File: config.mk
export PLATFORM = sky130hd
export DESIGN_NAME = digit_frame_streamer
export DESIGN_NICKNAME = d
export VERILOG_FILES = /design/src/rtl/digit_frame_streamer_pkg.sv /design/src/rtl/digit_frame_streamer_frame_cursor.sv /design/src/rtl/digit_frame_streamer.sv
export SDC_FILE = /design/constraint.sdc
export NUM_CORES = 1
export LEC_CHECK = 0
export CAP_MARGIN = 40
export CORE_ASPECT_RATIO = 1.4
export CORE_UTILIZATION = 35
export DETAILED_ROUTE_END_ITERATION = 12
export HOLD_SLACK_MARGIN = 0.06
export PLACE_DENSITY = 0.57
export SLEW_MARGIN = 10
export SYNTH_ARGS = -nofsm -noshare
export SYNTH_HDL_FRONTEND = slang
export SYNTH_HIERARCHICAL = 1
export SYNTH_SLANG_ARGS = --single-unit
export TNS_END_PERCENT = 30
File: constraint.sdc
create_clock -name clk -period 2.3 [get_ports clk]
set_input_delay 0.345 -clock clk [delete_from_list [all_inputs] [get_ports clk]]
set_output_delay 0.345 -clock clk [all_outputs]
set_load 0.01 [all_outputs]
File: src/rtl/digit_frame_streamer_pkg.sv
// Shared constants, segment payload and FSM state type for the digit frame streamer.
package digit_frame_streamer_pkg;

  localparam int unsigned NUM_DIGITS  = 6;
  localparam int unsigned DIGIT_WIDTH = 21;
  localparam int unsigned LEFT_MARGIN = 1;
  localparam int unsigned NUM_COLUMNS = 128;
  localparam int unsigned NUM_PAGES   = 4;

  // First column past the last digit; everything from here to the panel edge is margin.
  localparam int unsigned DIGIT_END = LEFT_MARGIN + NUM_DIGITS * DIGIT_WIDTH;

  localparam int unsigned COL_W  = $clog2(NUM_COLUMNS);
  localparam int unsigned PAGE_W = $clog2(NUM_PAGES);
  localparam int unsigned X_W    = 5;
  localparam int unsigned D_W    = $clog2(NUM_DIGITS + 1);
  localparam int unsigned SEG_W  = 7;
  localparam int unsigned BYTE_W = 8;

  // Segment a is the MSB, so the struct doubles as a 7-bit {a..g} vector.
  typedef struct packed {
    logic a;
    logic b;
    logic c;
    logic d;
    logic e;
    logic f;
    logic g;
  } segments_t;

  localparam segments_t SEG_BLANK = '0;

  typedef enum logic [1:0] {
    ST_IDLE   = 2'd0,
    ST_STREAM = 2'd1,
    ST_DRAIN  = 2'd2
  } state_t;

endpackage

File: src/rtl/digit_frame_streamer_frame_cursor.sv
// Page/column cursor with digit and in-digit counters; no division anywhere.
module digit_frame_streamer_frame_cursor
  import digit_frame_streamer_pkg::*;
(
  input  logic              clk,
  input  logic              reset_n,
  input  logic              i_clear,
  input  logic              i_advance,
  output logic [PAGE_W-1:0] o_page,
  output logic [COL_W-1:0]  o_col,
  output logic [D_W-1:0]    o_digit,
  output logic [X_W-1:0]    o_x,
  output logic              o_margin,
  output logic              o_last
);

  logic [PAGE_W-1:0] r_page;
  logic [COL_W-1:0]  r_col;
  logic [D_W-1:0]    r_digit;
  logic [X_W-1:0]    r_x;
  logic              w_margin;
  logic              w_col_end;
  logic              w_last;

  assign w_margin  = (r_col < COL_W'(LEFT_MARGIN)) || (r_col >= COL_W'(DIGIT_END));
  assign w_col_end = (r_col == COL_W'(NUM_COLUMNS - 1));
  assign w_last    = w_col_end && (r_page == PAGE_W'(NUM_PAGES - 1));

  // Advance the cursor; digit/x only move while the current column is inside a digit.
  always_ff @(posedge clk) begin
    if (!reset_n || i_clear) begin
      r_page  <= '0;
      r_col   <= '0;
      r_digit <= '0;
      r_x     <= '0;
    end else if (i_advance && !w_last) begin
      if (w_col_end) begin
        r_col   <= '0;
        r_page  <= r_page + PAGE_W'(1);
        r_digit <= '0;
        r_x     <= '0;
      end else begin
        r_col <= r_col + COL_W'(1);
        if (!w_margin) begin
          if (r_x == X_W'(DIGIT_WIDTH - 1)) begin
            r_x     <= '0;
            r_digit <= r_digit + D_W'(1);
          end else begin
            r_x <= r_x + X_W'(1);
          end
        end
      end
    end
  end

  assign o_page   = r_page;
  assign o_col    = r_col;
  assign o_digit  = r_digit;
  assign o_x      = r_x;
  assign o_margin = w_margin;
  assign o_last   = w_last;

endmodule

File: src/rtl/digit_frame_streamer.sv
// Streams the 512-byte SSD1306 frame for a row of 7-segment digits over valid/ready.
module digit_frame_streamer
  import digit_frame_streamer_pkg::*;
(
  input  logic                             clk,
  input  logic                             reset_n,
  input  logic                             start,
  input  segments_t [NUM_DIGITS-1:0]       digits_in,
  output segments_t                        seg_out,
  output logic [X_W-1:0]                   index_x,
  output logic [PAGE_W-1:0]                index_y,
  input  logic [BYTE_W-1:0]                pixels_in,
  output logic [BYTE_W-1:0]                data_out,
  output logic                             data_valid,
  input  logic                             data_ready,
  output logic                             busy,
  output logic                             frame_done
);

  state_t                      r_state;
  segments_t [NUM_DIGITS-1:0]  r_digits;
  logic [BYTE_W-1:0]           r_data_out;
  logic                        r_data_valid;
  logic                        r_busy;
  logic                        r_frame_done;

  logic                        w_load;
  logic                        w_clear;
  logic [PAGE_W-1:0]           w_page;
  logic [COL_W-1:0]            w_col;
  logic [D_W-1:0]              w_digit;
  logic [X_W-1:0]              w_x;
  logic                        w_margin;
  logic                        w_last;
  segments_t                   w_seg;

  assign w_load  = (r_state == ST_STREAM) && (!r_data_valid || data_ready);
  assign w_clear = (r_state == ST_IDLE) && start;

  digit_frame_streamer_frame_cursor u_cursor (
    .clk       (clk),
    .reset_n   (reset_n),
    .i_clear   (w_clear),
    .i_advance (w_load),
    .o_page    (w_page),
    .o_col     (w_col),
    .o_digit   (w_digit),
    .o_x       (w_x),
    .o_margin  (w_margin),
    .o_last    (w_last)
  );

  // Decoder drive: blank segments and x=0 in the margins, latched digit otherwise.
  always_comb begin
    w_seg   = SEG_BLANK;
    index_x = '0;
    index_y = w_page;
    if (!w_margin && (w_digit < D_W'(NUM_DIGITS))) begin
      w_seg   = r_digits[w_digit];
      index_x = w_x;
    end
  end

  assign seg_out = w_seg;

  // Streamer FSM with registered byte, valid, busy and frame_done.
  always_ff @(posedge clk) begin
    if (!reset_n) begin
      r_state      <= ST_IDLE;
      r_digits     <= {NUM_DIGITS{SEG_BLANK}};
      r_data_out   <= '0;
      r_data_valid <= 1'b0;
      r_busy       <= 1'b0;
      r_frame_done <= 1'b0;
    end else begin
      r_frame_done <= 1'b0;
      case (r_state)
        ST_IDLE: begin
          if (start) begin
            r_digits <= digits_in;
            r_busy   <= 1'b1;
            r_state  <= ST_STREAM;
          end
        end
        ST_STREAM: begin
          if (w_load) begin
            r_data_out   <= w_margin ? '0 : pixels_in;
            r_data_valid <= 1'b1;
            if (w_last) begin
              r_state <= ST_DRAIN;
            end
          end
        end
        ST_DRAIN: begin
          if (r_data_valid && data_ready) begin
            r_data_valid <= 1'b0;
            r_frame_done <= 1'b1;
            r_busy       <= 1'b0;
            r_state      <= ST_IDLE;
          end
        end
        default: begin
          r_state <= ST_IDLE;
        end
      endcase
    end
  end

  // w_col is only used for visibility in the cursor; keep it referenced.
  logic w_col_unused;
  assign w_col_unused = ^w_col;

  assign data_out   = r_data_out;
  assign data_valid = r_data_valid;
  assign busy       = r_busy;
  assign frame_done = r_frame_done;

endmodule

==> results.sh, run 1 <==
export IMPL_status="finished clean"
export IMPL_groute_layer_met2_usage_pct=29.18
export IMPL_std_cell_rows=44
export IMPL_gp_congestion=0.8111
export IMPL_ys_warn_count=6
export IMPL_dpl_cell_count=645
export IMPL_wl_per_cell_um=13.60
export IMPL_whs_ps=454.5
export IMPL_multi_input_area_sq_um=2046
export IMPL_synth_seq_area_share_pct=39.06
export IMPL_critPathKind="reg -> out"
export IMPL_post_place_ws_ps=90.43
export IMPL_rr_worst_depth=8
export IMPL_drv_cap=0
export IMPL_port_buffers=78
export IMPL_grt_max_degree=43
export IMPL_rr_endpoint="u_cursor/o_x[4]$_SDFFE_PP0P_"
export IMPL_final_seq_area_sq_um=1445
export IMPL_syn_instance_count=428
export IMPL_syn_area_per_cell_sq_um=8.621
export IMPL_dpl_hpwl_um=6439
export IMPL_critPathArrivalTime_ps=1850
export IMPL_ctsHtreeMaxLevel=3
export IMPL_synthFlopType="dfxtp_1"
export IMPL_fin_crit_sh_pct=95.46
export IMPL_grtUsageMet1_pct=20.79
export IMPL_die_width_um=88.78
export IMPL_grt_use_met3_pct=4.740
export IMPL_via_count=3286
export IMPL_startpoint_type="flop"
export IMPL_slew_viol_final=0
export IMPL_postSynthNetCount=487
export IMPL_fin_util_pct=48.47
export IMPL_ir_worst_vdd_uv=489.9
export IMPL_wirelength_um=8992
export IMPL_hold_end="r_digits[16]$_SDFFE_PN0P_"
export IMPL_hold_depth=2
export IMPL_rsz0062_at_grt="yes"
export IMPL_drive_gt1_share_pct=28.30
export IMPL_drt_initial_drc_count=87
export IMPL_pwr_density_cell_nw_per_um2=622.3
export IMPL_setup_ws_ps=104.3
export IMPL_dieArea_sq_um=10960
export IMPL_synthArstFlopShare_pct=0
export IMPL_rrSetupSlack_ps=450
export IMPL_total_power_w=0.003105
export IMPL_busiest_layer="met2"
export IMPL_instances_no_fill=661
export IMPL_grt_overflow=0
export IMPL_max_freq_ghz=0.4554
export IMPL_final_setup_viol_count=0
export IMPL_synth_seq_cells=72
export IMPL_start_util_pct=35.84
export IMPL_grt_pass1_wl_um=14720
export IMPL_cts_tree="done"
export IMPL_synth_edf_count=0
export IMPL_root_buffer="clkbuf_16"
export IMPL_n_fill_cell=1010
export IMPL_grt_pass1_vias=3192
export IMPL_worstPathMaxFanout=5
export IMPL_ant_nets=0
export IMPL_clk_pin_slew_ps=60
export IMPL_worstPathRequired_ps=1960
export IMPL_fp_dieH_um=123.5
export IMPL_fin_skew_ps=5.761
export IMPL_end_kind="output pin"
export IMPL_holdBufCountCts=0
export IMPL_post_route_drc_count=0
export IMPL_ys_types=46
export IMPL_pin_count=79
export IMPL_tightestPinTransition_ps=580.5
export IMPL_slew_headroom_pct=61.06
export IMPL_diodes=0
export IMPL_area_growth_synth_to_final_pct=35.23
export IMPL_clock_sinks=72
export IMPL_clk_latency_ps=330
export IMPL_coreArea_sq_um=10290
export IMPL_reg2reg_from="data_valid$_SDFFE_PN0P_"
export IMPL_syn_area_sq_um=3690
export IMPL_hold_viol_final=0
export IMPL_antenna_found_initial=0
export IMPL_hold_start="r_digits[16]$_SDFFE_PN0P_"
export IMPL_track_usage_pct=17.30
export IMPL_cellLeakagePower_nw=1.825
export IMPL_first_pass_iters=4
export IMPL_cts_buffers=9
export IMPL_nNetsFinal=577
export IMPL_cts_buffer_depth=2
export IMPL_routed_via_density=4.971
export IMPL_hold_class="reg -> reg"
export IMPL_period_minus_slack_ps=2196
repair_timing:
item                                    CTS  global route
pin swaps                                 0             0
setup buffers                             0             0
resized for setup                        13            28
endpoints found under the setup margin   12            12
area by class of cell:
type	count	share of cell area, %
Multi-Input combinational cell	316	41.00
Sequential cell	72	28.96
Timing Repair Buffer	106	19.51
Clock buffer	11	4.865
Tap cell	138	3.460
Clock inverter	5	1.128
Inverter	13	1.078
cell families (layout without fill, tap and decap cells):
group                      count (synthesis)  after routing  share of synthesized area [%]
AOI/OAI and AO/OA                        112            112                          21.74
xor gates and xnor gates                   3              3                         0.7122
and+or+nand+nor                          172            172                          23.19
adders and majority gates                  5              5                          1.695
buffers and inverters                     40            135                          6.375
muxes                                     24             24                          7.223
DFF                                       72             72                          39.06
worst max-delay path by stage:
stage | from | endpoint | slack (ps) | cells after the start
floorplan | r_state[0]$_SDFFE_PN0P_ | u_cursor/o_digit[2]$_SDFFE_PP0P_ | 330 | 10
global placement | u_cursor/o_col[0]$_SDFFE_PP0P_ | index_x[0] | 130 | 8
finish | u_cursor/o_col[0]$_SDFFE_PP0P_ | index_x[1] | 100 | 8
global route | u_cursor/o_col[0]$_SDFFE_PP0P_ | index_x[1] | -30 | 8
CTS | u_cursor/o_col[0]$_SDFFE_PP0P_ | seg_out[5] | -240 | 7
detailed placement | u_cursor/o_col[0]$_SDFFE_PP0P_ | seg_out[0] | 90 | 7
cell usage in the layout (no fill, tap or decap), drive strengths merged, types with 4 or more instances in the layout:
master and instances:
nand2 102, dfxtp 72, a21oi 72, clkdlybuf4s50 66, buf 28, mux2 21, clkbuf 20, nand4 16
nor2b 12, inv 12, nand3 10, o31ai 9, nor2 8, a22oi 7, o211ai 7, and2 6
o21ai 5, a31oi 5, ha 5, nand2b 4, clkinv 4
cell usage after synthesis (all sizes together), types with 6 or more instances:
library cell | number | area share [%]
clkbuf | 11 | 1.1
a21oi | 72 | 14
and2 | 6 | 1.1
mux2 | 21 | 6.4
buf | 16 | 3.8
a22oi | 7 | 1.4
nand2 | 102 | 12
nor2 | 8 | 0.81
inv | 12 | 1.2
o211ai | 7 | 1.4
nor2b | 12 | 2.0
dfxtp | 72 | 39
o31ai | 9 | 1.8
nand4 | 16 | 2.7
nand3 | 10 | 1.4
metrics by stage:
stage | area (sq um) | setup TNS (ps)
after global placement | 4697 | 0
after global routing | 4990 | -26.74
after floorplan | 3690 | 0
final | 4990 | 0
after CTS | 4989 | -237.2
after detailed placement | 4697 | 0
sequential cells by signal, indices dropped and copies added, names as in the netlist:
register and flops:
busy 1, data_out 8, data_valid 1, frame_done 1
r_digits 42, r_state 2, u_cursor/o_col 7, u_cursor/o_digit 3
u_cursor/o_page 2, u_cursor/o_x 5
where the power goes:
part           internal, W  switching [W]  total, W  leakage [nW]
logic             0.000196       0.000189  0.000384          1.09
registers          0.00130      0.0000266   0.00132         0.589
clock network     0.000867       0.000529   0.00140         0.145
per-layer routing:
metal / routed length [um] / vias to the layer above
met3: 420 / 14
met2: 4492 / 85
li1: - / 1671
met5: 0 / -
met4: 149 / 0
met1: 3929 / 1516
critical path, cell delays in order (launching register included):
cell	delay (ps)
dfxtp_1	320
ha_1	210
a21o_2	190
nand3_1	110
nand2_2	80
a21oi_1	120
buf_4	150
and2_1	110
clkdlybuf4s15_1	230
(Power assumes the default switching activity.)
==> inputs of run 2 (changes only) <==
--- a/config.mk
+++ b/config.mk
@@ -8,6 +8,7 @@
 export CAP_MARGIN = 40
 export CORE_ASPECT_RATIO = 1.4
 export CORE_UTILIZATION = 35
+export CTS_BUF_LIST = sky130_fd_sc_hd__clkbuf_4 sky130_fd_sc_hd__clkbuf_8
 export DETAILED_ROUTE_END_ITERATION = 12
 export HOLD_SLACK_MARGIN = 0.06
 export PLACE_DENSITY = 0.57
==> run 2 against run 1 <==
Cell area is 2.4% lower. Register-to-register slack got worse by 20 ps. Sequential power about the same. Final cell count did not move. Routed wire length is 0.92% higher. Clock power is 26% lower. Flip-flop and latch count stayed put. Maximum frequency is 0.88% lower. First-iteration DRC count rose by 29%. Largest cell class unchanged.
==> results.sh, run 2 (synthesized netlist as in run 1, its figures left out) <==
export IMPL_p_int_w=0.002032
export IMPL_gp_congestion=0.8111
export IMPL_area_growth_synth_to_final_pct=31.94
export IMPL_track_usage_pct=17.37
export IMPL_start_util_pct=35.84
export IMPL_grt_overflow=0
export IMPL_drt_initial_drc_count=112
export IMPL_startpoint_type="flop"
export IMPL_hold_viol_final=0
export IMPL_cellLeakagePower_nw=1.759
export IMPL_netSwitchingPower_w=0.0007054
export IMPL_coreArea_sq_um=10290
export IMPL_critPathArrivalTime_ps=1870
export IMPL_fin_util_pct=47.29
export IMPL_cts_buffers=9
export IMPL_fp_dieH_um=123.5
export IMPL_routed_via_density=5.015
export IMPL_std_cell_rows=44
export IMPL_worstPathRequired_ps=1960
export IMPL_hold_class="reg -> reg"
export IMPL_wl_per_cell_um=13.73
export IMPL_whs_ps=456.4
export IMPL_ctsHtreeMaxLevel=3
export IMPL_total_power_w=0.002738
export IMPL_drive_gt1_share_pct=28.68
export IMPL_largest_reg_flops=42
export IMPL_setup_ws_ps=84.80
export IMPL_cts_tree="done"
export IMPL_critPathKind="reg -> out"
export IMPL_slew_viol_final=0
export IMPL_port_buffers=78
export IMPL_diodes=0
export IMPL_tns_ps=0
export IMPL_holdBufCountCts=0
export IMPL_tightestPinTransition_ps=567.3
export IMPL_antenna_found_initial=0
export IMPL_clk_latency_ps=360
export IMPL_slew_headroom_pct=61.95
export IMPL_wirelength_um=9075
export IMPL_final_setup_viol_count=0
export IMPL_pin_count=79
export IMPL_first_pass_iters=4
export IMPL_dpl_hpwl_um=6439
export IMPL_drv_cap=0
export IMPL_period_minus_slack_ps=2215
export IMPL_rsz0062_at_grt="yes"
export IMPL_multi_input_area_sq_um=2034
export IMPL_fin_crit_sh_pct=96.31
export IMPL_worstPathMaxFanout=7
export IMPL_pwr_share_seq_pct=48.3
export IMPL_max_freq_ghz=0.4514
export IMPL_root_buffer="clkbuf_8"
export IMPL_final_common_cell="nand2_1"
export IMPL_post_place_ws_ps=90.43
export IMPL_ant_nets=0
export IMPL_grt_max_degree=43
export IMPL_die_width_um=88.78
export IMPL_pwr_density_cell_nw_per_um2=562.3
export IMPL_ir_worst_vdd_uv=378.7
export IMPL_end_kind="output pin"
export IMPL_dieArea_sq_um=10960
export IMPL_n_fill_cell=1023
export IMPL_status="finished clean"
export IMPL_via_count=3315
export IMPL_swShare_pct=25.77
export IMPL_clock_sinks=72
export IMPL_power_frac_comb_pct=14.1
export IMPL_fin_skew_ps=13.31
export IMPL_nNetsFinal=577
export IMPL_final_cell_mix="82 x nand2_1, 69 x dfxtp_1, 66 x clkdlybuf4s50_1"
export IMPL_grt_pass1_wl_um=14650
export IMPL_clkPwrFrac_pct=37.6
export IMPL_final_seq_area_sq_um=1445
export IMPL_cts_buffer_depth=2
export IMPL_grt_pass1_vias=3189
export IMPL_post_route_drc_count=0
export IMPL_clk_pin_slew_ps=70
export IMPL_regMostFlops="r_digits"
-- run 2: cell count changes in the layout (fill, tap and decap cells not counted), sizes merged --
| cell | before | now |
|---|---|---|
| clkdlybuf4s15 | 2 | 1 |
| dlymetal6s2s | 1 | 0 |
| clkbuf | 20 | 22 |
-- run 2: area by class of cell --
cell class                      instances  area share [%]
Tap cell                              138           3.547
Timing Repair Buffer                  106           19.74
Inverter                               13           1.105
Sequential cell                        72           29.68
Multi-Input combinational cell        316           41.79
Clock buffer                           11           2.981
Clock inverter                          5           1.157
-- run 2: final timing paths --
check                                               endpoint  depth (start not counted)                           start  slack, ps
worst min-delay path               r_digits[16]$_SDFFE_PN0P_                          2       r_digits[16]$_SDFFE_PN0P_        460
worst max register to register  u_cursor/o_x[4]$_SDFFE_PP0P_                          8         data_valid$_SDFFE_PN0P_        430
worst max-delay path                              seg_out[3]                          7  u_cursor/o_col[0]$_SDFFE_PP0P_         80
worst min register to register     r_digits[16]$_SDFFE_PN0P_                          2       r_digits[16]$_SDFFE_PN0P_        460
-- run 2: through the flow --
step	cell area [sq um]	std cells
after global routing	4868	661
after detailed placement	4697	645
after CTS	4913	661
after floorplan	3690	428
after global placement	4697	645
final	4868	661
-- run 2: per-layer routing --
layer  up-vias  wire, um  global-route usage, %
li1       1673         -                      -
met1      1545      3877                  20.62
met2        78      4591                  28.89
met3        19       373                  4.072
met4         0       232                  8.871
met5         -         0                      0
-- run 2: worst max-delay path, stage by stage (launching register included) --
cell and delay (ps):
dfxtp_1 320, ha_1 210, a21o_2 190, nand3_1 110, nand2_2 90, a21o_4 210
a21oi_1 120, clkdlybuf4s15_1 260
-- run 2: what timing repair did --
action                     in CTS  in global routing
gates resized for setup        24                 18
setup endpoints to repair      12                 12
gates cloned                    0                  0
buffers inserted                0                  0
-- run 2: power by group through the flow --
stage | registers [W] | clock network (W) | logic [W]
6_report | 0.00132 | 0.00103 | 0.000385
5_1_grt | 0.00133 | 0.00110 | 0.000420
3_5_place_dp | 0.00135 | 0 | 0.000387
4_1_cts | 0.00132 | 0.00106 | 0.000388
3_3_place_gp | 0.00135 | 0 | 0.000383
2_1_floorplan | 0.00135 | 0 | 0.000225
==> inputs of run 3 (changes only) <==
--- a/config.mk
+++ b/config.mk
@@ -5,14 +5,13 @@
 export SDC_FILE = /design/constraint.sdc
 export NUM_CORES = 1
 export LEC_CHECK = 0
-export CAP_MARGIN = 40
+export CAP_MARGIN = 20
 export CORE_ASPECT_RATIO = 1.4
 export CORE_UTILIZATION = 35
 export CTS_BUF_LIST = sky130_fd_sc_hd__clkbuf_4 sky130_fd_sc_hd__clkbuf_8
 export DETAILED_ROUTE_END_ITERATION = 12
 export HOLD_SLACK_MARGIN = 0.06
 export PLACE_DENSITY = 0.57
-export SLEW_MARGIN = 10
 export SYNTH_ARGS = -nofsm -noshare
 export SYNTH_HDL_FRONTEND = slang
 export SYNTH_HIERARCHICAL = 1
==> constraint.sdc (replaced) <==
create_clock -name clk -period 2.3 [get_ports clk]
set_input_delay 0.345 -clock clk [delete_from_list [all_inputs] [get_ports clk]]
set_output_delay 0.345 -clock clk [all_outputs]
set_load 0.1 [all_outputs]
==> run 3 against run 2 <==
Sequential share of layout area decreased by 1.4 points. Combinational power increased by 18%. Non-clock buffer count decreased by 3. Global-route usage increased by 0.31 points. Register-to-register slack improved by 30 ps. Hold slack got worse by 2.9 ps. Sequential power about the same. Worst setup slack got worse by 16 ps. Clock skew decreased by 5.7 ps. Via count decreased by 0.36%. Clock power about the same. Critical path type unchanged. Critical endpoint is now seg_out[2].
==> results.sh, run 3 (synthesized netlist as in run 1, its figures left out) <==
export IMPL_status="finished clean"
export IMPL_track_usage_pct=17.68
export IMPL_hold_viol_final=0
export IMPL_ant_nets=0
export IMPL_cts_tree="done"
export IMPL_ir_worst_vdd_uv=279.7
export IMPL_via_count=3303
export IMPL_period_minus_slack_ps=2231
export IMPL_post_route_drc_count=0
export IMPL_grt_max_degree=43
export IMPL_port_buffers=78
export IMPL_ctsHtreeMaxLevel=3
export IMPL_final_common_cell="nand2_1"
export IMPL_drive_gt1_share_pct=33.08
export IMPL_gp_congestion=0.7584
export IMPL_worstPathMaxFanout=7
export IMPL_slew_viol_final=0
export IMPL_die_width_um=88.78
export IMPL_clk_latency_ps=350
export IMPL_nNetsFinal=574
export IMPL_pin_count=79
export IMPL_coreArea_sq_um=10290
export IMPL_drv_cap=0
export IMPL_antenna_found_initial=0
export IMPL_first_pass_iters=4
export IMPL_dpl_hpwl_um=6465
export IMPL_diodes=0
export IMPL_crit_start="u_cursor/o_col[0]$_SDFFE_PP0P_"
export IMPL_drt_initial_drc_count=132
export IMPL_crit_chain="ha_2 -> a21o_2 -> nand3_4 -> nand2_4 -> a21o_4 -> a21oi_4 -> buf_12"
export IMPL_total_power_w=0.002814
export IMPL_clk_pin_slew_ps=80
export IMPL_cts_buffer_depth=2
export IMPL_grt_pass1_vias=3157
export IMPL_grt_overflow=0
export IMPL_final_cell_mix="82 x nand2_1, 69 x dfxtp_1, 53 x clkdlybuf4s50_1"
export IMPL_startpoint_type="flop"
export IMPL_root_buffer="clkbuf_8"
export IMPL_worstPathRequired_ps=1960
export IMPL_area_growth_synth_to_final_pct=38.79
export IMPL_start_util_pct=35.84
export IMPL_reg2reg_from="r_state[0]$_SDFFE_PN0P_"
export IMPL_routed_via_density=5.020
export IMPL_slew_headroom_pct=67.45
export IMPL_grt_pass1_wl_um=14900
export IMPL_regMostFlops="r_digits"
export IMPL_wl_per_cell_um=13.91
export IMPL_pwr_density_cell_nw_per_um2=549.5
export IMPL_fin_skew_ps=7.570
export IMPL_fin_util_pct=49.74
export IMPL_critPathKind="reg -> out"
export IMPL_max_freq_ghz=0.4482
export IMPL_fp_dieH_um=123.5
export IMPL_fin_crit_sh_pct=97.01
export IMPL_std_cell_rows=44
export IMPL_cts_buffers=9
export IMPL_final_setup_viol_count=0
export IMPL_tightestPinTransition_ps=485.3
export IMPL_critPathArrivalTime_ps=1890
export IMPL_slowest_delay_ps=370
export IMPL_dieArea_sq_um=10960
export IMPL_hold_start="r_digits[16]$_SDFFE_PN0P_"
export IMPL_slowest_stage="dfxtp_4"
export IMPL_cellLeakagePower_nw=1.811
export IMPL_hold_class="reg -> reg"
export IMPL_end_kind="output pin"
export IMPL_rsz0062_at_grt="no"
export IMPL_largest_reg_flops=42
export IMPL_wirelength_um=9151
export IMPL_clock_sinks=72
run 3: path summary, 6_finish.rpt:
| check | to | slack, ps | depth (start not counted) |
|---|---|---|---|
| setup / recovery | seg_out[2] | 70 | 7 |
| setup reg to reg | u_cursor/o_col[5]$_SDFFE_PP0P_ | 460 | 6 |
| hold / removal | r_digits[16]$_SDFFE_PN0P_ | 450 | 2 |
| hold reg to reg | r_digits[16]$_SDFFE_PN0P_ | 450 | 2 |
run 3: metal layers:
metal / track usage, % / share of wire [%]
met2: 29.28 / 52
met3: 3.672 / 3.3
met1: 22.44 / 44
met4: 6.452 / 1.4
met5: 0 / 0
run 3: final cells by class:
cell class | count | area, sq um
flip-flops and latches | 72 | 1450
multi-input cells | 316 | 2145
clock inverters | 6 | 68.82
well taps | 138 | 172.7
inverters | 13 | 53.80
repair buffers | 103 | 1094
fillers | 1022 | 5174
clock buffers | 10 | 137.6
run 3: repair_timing:
| item | in CTS | in global routing |
|---|---|---|
| setup buffers | 1 | 1 |
| endpoints found under the hold margin | 0 | 0 |
| resized for setup | 9 | 4 |
| pin swaps | 1 | 0 |
| hold buffers | 0 | 0 |
| endpoints found under the setup margin | 12 | 12 |
run 3: metrics by stage:
step	hold WS, ps	cell area [sq um]	TNS (ps)	setup WS [ps]	cells
floorplan	432.9	3780	-1273	-158.4	428
global placement	440.7	4850	0	112.3	640
detailed placement	446.4	4850	0	76.91	640
CTS	457.1	5092	0	6.940	657
global route	477.5	5121	0	2.498	658
finish	453.5	5121	0	68.80	658
run 3: power by group:
part / switching, W / total (W) / leakage (nW) / internal, W
Combinational: 0.000246 / 0.000453 / 1.13 / 0.000207
Clock: 0.000507 / 0.00104 / 0.0907 / 0.000532
Sequential: 0.0000278 / 0.00132 / 0.590 / 0.00129
Total: 0.000781 / 0.00281 / 1.81 / 0.00203
run 3: critical path, delay by kind of cell, from the launching register on:
family	cells	cell delay, ps
AOI/OAI and AO/OA	3	630
adders and majority gates	1	180
buffers and inverters	1	190
DFF	1	370
and+or+nand+nor	2	160
